--- config.mk ---
export PLATFORM = sky130hd
export DESIGN_NAME = branch_pred_unit
export DESIGN_NICKNAME = d
export VERILOG_FILES = /design/src/rtl/branch_pred_unit_pkg.sv /design/src/rtl/branch_cmp.sv /design/src/rtl/branch_pred_unit.sv
export SDC_FILE = /design/constraint.sdc
export NUM_CORES = 2
export LEC_CHECK = 0
export ABC_AREA = 1
export CORE_UTILIZATION = 40
export DETAILED_ROUTE_END_ITERATION = 6
export MAX_ROUTING_LAYER = met4
export SYNTH_ARGS = -nofsm -noshare
export SYNTH_HDL_FRONTEND = slang
export SYNTH_HIERARCHICAL = 1
export SYNTH_SLANG_ARGS = --single-unit
--- constraint.sdc ---
create_clock -name clk -period 6.95 [get_ports clk]
set_input_delay 1.39 -clock clk [delete_from_list [all_inputs] [get_ports clk]]
set_output_delay 1.39 -clock clk [all_outputs]
set_load 0.05 [all_outputs]
--- src/rtl/branch_pred_unit_pkg.sv ---
// ============================================================================
// Module      : branch_pred_unit_pkg
// Description : Shared branch codes, opcode macros and 2-bit counter helpers.
// Revision    : 1.0 - initial release
// ============================================================================
`default_nettype none

`ifndef OPCODE_SIZE
`define OPCODE_SIZE 7
`endif
`ifndef BTYPE_OP
`define BTYPE_OP 7'b1100011
`endif

package branch_pred_unit_pkg;

   localparam int BPU_ENTRIES = 64;

   localparam logic [2:0] F3_BEQ  = 3'b000;
   localparam logic [2:0] F3_BNE  = 3'b001;
   localparam logic [2:0] F3_BLT  = 3'b100;
   localparam logic [2:0] F3_BGE  = 3'b101;
   localparam logic [2:0] F3_BLTU = 3'b110;
   localparam logic [2:0] F3_BGEU = 3'b111;

   typedef logic [1:0] ctr_t;

   localparam ctr_t CTR_RESET = 2'b01;
   localparam ctr_t CTR_ALLOC = 2'b10;

   // Saturating step of a 2-bit direction counter.
   function automatic ctr_t ctr_next(input ctr_t c, input logic taken);
      ctr_t n;
      n = c;
      if (taken && (c != 2'b11))
         n = c + 2'b01;
      else if (!taken && (c != 2'b00))
         n = c - 2'b01;
      return n;
   endfunction

endpackage

`default_nettype wire

--- src/rtl/branch_cmp.sv ---
// ============================================================================
// Module      : branch_cmp
// Description : Combinational B-type condition evaluation (op1 vs op2 by funct3).
// Revision    : 1.0 - initial release
// ============================================================================
`default_nettype none

module branch_cmp
   import branch_pred_unit_pkg::*;
(
   input  logic [31:0] op1,
   input  logic [31:0] op2,
   input  logic [2:0]  funct3,
   output logic        taken
);

   always_comb begin
      taken = 1'b0;
      case (funct3)
         F3_BEQ:  taken = (op1 == op2);
         F3_BNE:  taken = (op1 != op2);
         F3_BLT:  taken = ($signed(op1) <  $signed(op2));
         F3_BGE:  taken = ($signed(op1) >= $signed(op2));
         F3_BLTU: taken = (op1 <  op2);
         F3_BGEU: taken = (op1 >= op2);
         default: taken = 1'b0;
      endcase
   end

endmodule

`default_nettype wire

--- src/rtl/branch_pred_unit.sv ---
// ============================================================================
// Module      : branch_pred_unit
// Description : Direct-mapped BTB + 2-bit counters with decode-stage branch
//               resolution. Define BPU_TAGS_EN to add per-entry tag matching.
// Revision    : 1.0 - initial release
// ============================================================================
`default_nettype none

`ifndef OPCODE_SIZE
`define OPCODE_SIZE 7
`endif
`ifndef BTYPE_OP
`define BTYPE_OP 7'b1100011
`endif

module branch_pred_unit
   import branch_pred_unit_pkg::*;
#(
   parameter int ENTRIES = BPU_ENTRIES,
   parameter int TAGW    = 8
)
(
   input  logic                      clk,
   input  logic                      nrst,
   input  logic [31:0]               fetch_pc,
   output logic                      pred_taken,
   output logic [31:0]               pred_target,
   input  logic                      stall,
   input  logic                      dec_valid,
   input  logic [31:0]               dec_pc,
   input  logic [`OPCODE_SIZE-1:0]   opcode,
   input  logic [2:0]                funct3,
   input  logic [31:0]               imm,
   input  logic [31:0]               rs1_rf,
   input  logic [31:0]               rs2_rf,
   input  logic [31:0]               fw_data,
   input  logic                      br_fwsel1,
   input  logic                      br_fwsel2,
   output logic                      br_taken,
   output logic                      mispredict,
   output logic [31:0]               correct_pc
);

   localparam int IDXW = $clog2(ENTRIES);

   logic        r_valid  [ENTRIES];
   ctr_t        r_ctr    [ENTRIES];
   logic [31:0] r_target [ENTRIES];

   logic        r_pd_taken;
   logic [31:0] r_pd_target;

   logic [IDXW-1:0] w_fidx;
   logic [IDXW-1:0] w_didx;
   logic            w_fhit;
   logic            w_dhit;
   logic            w_unused_pc;

   assign w_fidx      = fetch_pc[IDXW+1:2];
   assign w_didx      = dec_pc[IDXW+1:2];
   assign w_unused_pc = ^{fetch_pc[31:IDXW+2], fetch_pc[1:0]};

`ifdef BPU_TAGS_EN
   logic [TAGW-1:0] r_tag [ENTRIES];
   logic [TAGW-1:0] w_ftag;
   logic [TAGW-1:0] w_dtag;

   assign w_ftag = fetch_pc[IDXW+TAGW+1:IDXW+2];
   assign w_dtag = dec_pc[IDXW+TAGW+1:IDXW+2];
   assign w_fhit = r_valid[w_fidx] && (r_tag[w_fidx] == w_ftag);
   assign w_dhit = r_valid[w_didx] && (r_tag[w_didx] == w_dtag);
`else
   localparam int c_unused_tagw = TAGW;

   // Untagged: any valid entry hits; aliases are caught by the mispredict path.
   assign w_fhit = r_valid[w_fidx];
   assign w_dhit = r_valid[w_didx];
`endif

   logic        w_pred_taken;
   logic        w_res;
   logic        w_is_br;
   logic        w_cmp_taken;
   logic        w_br_taken;
   logic        w_alias;
   logic        w_mispredict;
   logic [31:0] w_op1;
   logic [31:0] w_op2;
   logic [31:0] w_act_tgt;
   logic [31:0] w_seq_pc;

   assign w_pred_taken = w_fhit && r_ctr[w_fidx][1];

   assign w_res     = dec_valid && !stall;
   assign w_op1     = br_fwsel1 ? fw_data : rs1_rf;
   assign w_op2     = br_fwsel2 ? fw_data : rs2_rf;
   assign w_is_br   = w_res && (opcode == `BTYPE_OP);
   assign w_act_tgt = dec_pc + imm;
   assign w_seq_pc  = dec_pc + 32'd4;

   branch_cmp u_cmp (
      .op1    (w_op1),
      .op2    (w_op2),
      .funct3 (funct3),
      .taken  (w_cmp_taken)
   );

   assign w_br_taken   = w_is_br && w_cmp_taken;
   assign w_alias      = w_res && !w_is_br && r_pd_taken;
   assign w_mispredict = (w_is_br && ((w_cmp_taken != r_pd_taken) ||
                                      (w_cmp_taken && (r_pd_target != w_act_tgt))))
                         || w_alias;

   assign pred_taken  = nrst && w_pred_taken;
   assign pred_target = pred_taken ? r_target[w_fidx] : 32'd0;
   assign br_taken    = nrst && w_br_taken;
   assign mispredict  = nrst && w_mispredict;
   assign correct_pc  = !nrst ? 32'd0 : (w_br_taken ? w_act_tgt : w_seq_pc);

   // F/D register; a redirect squashes the slot fetched alongside it.
   always_ff @(posedge clk) begin
      if (!nrst) begin
         r_pd_taken  <= 1'b0;
         r_pd_target <= 32'd0;
      end else if (stall) begin
         r_pd_taken  <= r_pd_taken;
         r_pd_target <= r_pd_target;
      end else if (w_mispredict) begin
         r_pd_taken  <= 1'b0;
         r_pd_target <= 32'd0;
      end else begin
         r_pd_taken  <= w_pred_taken;
         r_pd_target <= w_pred_taken ? r_target[w_fidx] : 32'd0;
      end
   end

   for (genvar gi = 0; gi < ENTRIES; gi++) begin : g_entry
      logic w_sel;
      assign w_sel = (w_didx == IDXW'(gi));

      always_ff @(posedge clk) begin
         if (!nrst) begin
            r_valid[gi] <= 1'b0;
            r_ctr[gi]   <= CTR_RESET;
         end else if (w_is_br && w_sel) begin
            if (w_cmp_taken && !w_dhit) begin
               r_valid[gi]  <= 1'b1;
               r_ctr[gi]    <= CTR_ALLOC;
               r_target[gi] <= w_act_tgt;
`ifdef BPU_TAGS_EN
               r_tag[gi]    <= w_dtag;
`endif
            end else begin
               r_ctr[gi] <= ctr_next(r_ctr[gi], w_cmp_taken);
            end
         end else if (w_alias && w_sel) begin
            r_valid[gi] <= 1'b0;
         end
      end
   end

endmodule

`default_nettype wire

==> impl_metrics.ini <==
[synth]
synthCells = 9163
yosysWarnings = 6
synthArstFlopShare = 0
synth_simple_gate_area_frac = 0.125
ys_seq_area_frac = 0.675
synth_common_cells = edfxtp_1 (2239), nor2_1 (1666), o21ai_0 (1399)
synthesis.nets = 9439
synth_xor_area_frac = 0.00287
synth_top_family_by_area = compound AO/OA/AOI/OAI gates
synthAdderAreaFrac = 0.00854
synth-edff-count = 2239
synthFlopType = edfxtp_1
avgSynthCellArea_um2 = 11.0
synth-compound-area-share = 0.136
ys_types = 63
synth_top_area_share = 0.669
netlist_area_um2 = 101000
synth_most_common_cell = edfxtp_1
synth_seq_cells = 2273
muxShareOfSynthArea = 0.00717
synth_top_area_cell = edfxtp_1
synth.area.top_cells = edfxtp_1 (67%), o21ai_0 (7.0%), nor2_1 (6.2%), nand2_1 (3.9%), o22ai_1 (3.7%)

[place]
portBuffers = 248
finalWeightedCongestion = 0.935
place_area_um2 = 110000
hpwl_um = 200000

[run]
max_cap_violations = 0

[power_and_ir_drop]
power.density_nw_per_um2 = 267
vdd_drop_max_v = 0.000241
p_leak_nw = 39.9

[drt]
wirelength_um = 338000
post_drt_wl_per_cell_um = 26.1
vias = 75700
avgViaCountPerCell = 5.86
drtAntennaViolNets = 0
drc = 1
first_pass_iters = 7
drt_iter0_markers = 9784

[floorplan]
rows = 183
die_area_um2 = 253000
io-pin-count = 275
start_util = 0.403
die_w_um = 503
die_h_um = 503
core-area_um2 = 249000

[final_layout]
area_delta_synth_final_pct = 16.9
multi_input_area_um2 = 28800
fin_area_um2 = 118000
fin_nets = 9681
drive_gt1_frac = 0.102
num-fill-cells = 22200
regArea_um2 = 67900

[clock_network]
cts_hold_buf = 0
root_buffer = clkbuf_16
cts_max_path_buffers = 3
clkLatencyLatePin_ps = 900
post_cts_buffers = 0
cts_tree = built
cts_buffers = 221
clock-sinks = 2273
clk_pin_slew_ps = 60
cts_max_level = 4

[timing]
holdWs_ps = 469
relSlewSlack = 0.210
setup_viol = 0
timing.final.max_slew_violations = 0
max_freq_mhz = 153
tightest_slew_ps = 1180
finalHoldViolCount = 0
rsz0062_at_grt = no
tns_ps = 0
period_share = 0.937
finalCriticalPeriod_ps = 6510
skew_ps = 57.1

[critical_path]
path_class = input port to output port
arrival_ps = 5120
worst_ep_required_time_ps = 5560
startpoint_type = input port
max_stage_delay_ps = 420
cp-end-kind = output port
path_max_fanout = 4
slowest_stage = clkdlybuf4s50_1
cpMostUsedCell = nand2_1

[global_routing]
antenna_found_initial = 6
grt_max_degree = 173
grt_overflow = 0
grt_pass1_vias = 71300
grt_pass1_wl_um = 484000
grt_usage = 0.268

[status]
outcome = finished with violations
violations = DRC

[min_path]
hold_class = flop to flop
[path summary, 6_finish.rpt]
path / start / end / slack, ps / depth (start not counted)
worst max register to register: r_valid[50] / r_ctr[3][1] / 3940 / 12
worst min-delay path: r_pd_target[16] / r_pd_target[16] / 470 / 2
worst max-delay path: fw_data[31] / mispredict / 440 / 29
worst min register to register: r_pd_target[16] / r_pd_target[16] / 470 / 2
[sequential cells by signal, summed over array words and instances, names as in the netlist]
name / flops
r_ctr: 128
r_valid: 64
r_pd_taken: 1
r_target: 2048
r_pd_target: 32
[through the flow]
step / utilization / setup WS (ps) / cells / total power [mW]
floorplan: - / 7.91 / 9163 / 17.9
global placement: 0.443 / -172 / 12500 / 19.5
detailed placement: 0.443 / -113 / 12500 / 19.5
CTS: 0.472 / 139 / 12900 / 31.4
global route: 0.472 / 45.7 / 12900 / 32.2
finish: 0.472 / 435 / 12900 / 31.4
[what timing repair did]
item,CTS,global route
gates cloned,2,0
setup endpoints to repair,1,2
resized for setup,3,15
pin swaps,1,0
[critical path: cells and delay by family]
| family | cells | cell delay, ps |
|---|---|---|
| AND/OR/NAND/NOR | 22 | 2240 |
| buffers and inverters | 4 | 780 |
| adder cells (fa/ha/maj) | 1 | 330 |
| multiplexers | 1 | 270 |
| AO/OA/AOI/OAI | 1 | 60 |
[kinds of logic after synthesis]
kind of cell               Yosys count
adders and majority gates           68
and+or+nand+nor                   3159
AOI/OAI and AO/OA                 2461
muxes                               64
buffers and inverters             1111
DFF                               2273
xor gates and xnor gates            27
[layout by cell type (no fill, tap or decap), drive strengths merged, types with 5 or more instances in the layout]
| master | synthesis | layout |
|---|---|---|
| clkbuf | 403 | 279 |
| xor2 | 13 | 13 |
| o21ai | 1413 | 1413 |
| nand2 | 1056 | 1056 |
| o221ai | 5 | 5 |
| a41oi | 47 | 47 |
| o211ai | 10 | 10 |
| xnor2 | 11 | 11 |
| o311ai | 15 | 15 |
| o22ai | 599 | 599 |
| clkinv | 2 | 111 |
| buf | 198 | 448 |
| ha | 67 | 67 |
| nand3 | 332 | 332 |
| mux2 | 64 | 64 |
| a211o | 5 | 5 |
| bufinv | 0 | 20 |
| edfxtp | 2239 | 2239 |
| inv | 508 | 512 |
| a22o | 5 | 5 |
| o31ai | 65 | 65 |
| a32o | 9 | 9 |
| nand4 | 44 | 44 |
| or2 | 7 | 7 |
| clkinvlp | 0 | 5 |
| dfxtp | 34 | 34 |
| nor3 | 23 | 23 |
| and2 | 5 | 5 |
| or3 | 8 | 8 |
| clkdlybuf4s50 | 0 | 171 |
| a21oi | 265 | 265 |
| nor2 | 1678 | 1678 |
[cell type report]
| type | count | area share |
|---|---|---|
| Inverter | 510 | 0.0166 |
| Multi-Input combinational cell | 5779 | 0.245 |
| Antenna cell | 4 | 0.0000851 |
| Tap cell | 3330 | 0.0354 |
| Sequential cell | 2273 | 0.577 |
| Clock buffer | 278 | 0.0495 |
| Clock inverter | 138 | 0.0115 |
| Timing Repair Buffer | 620 | 0.0645 |
[metal layers]
metal  track usage  part of all wire
met5             -                 0
met4        0.0880             0.035
met3        0.0376             0.095
met2         0.421              0.47
met1         0.358              0.40
[power by group]
group | internal [mW] | switching (mW) | leakage (nW) | total, mW
clock network | 6.69 | 5.35 | 3.49 | 12.0
registers | 15.6 | 0.0309 | 20.5 | 15.6
logic | 0.921 | 2.77 | 16.0 | 3.69
total | 23.2 | 8.15 | 39.9 | 31.4
No activity file was read; power rests on OpenSTA's default activity.
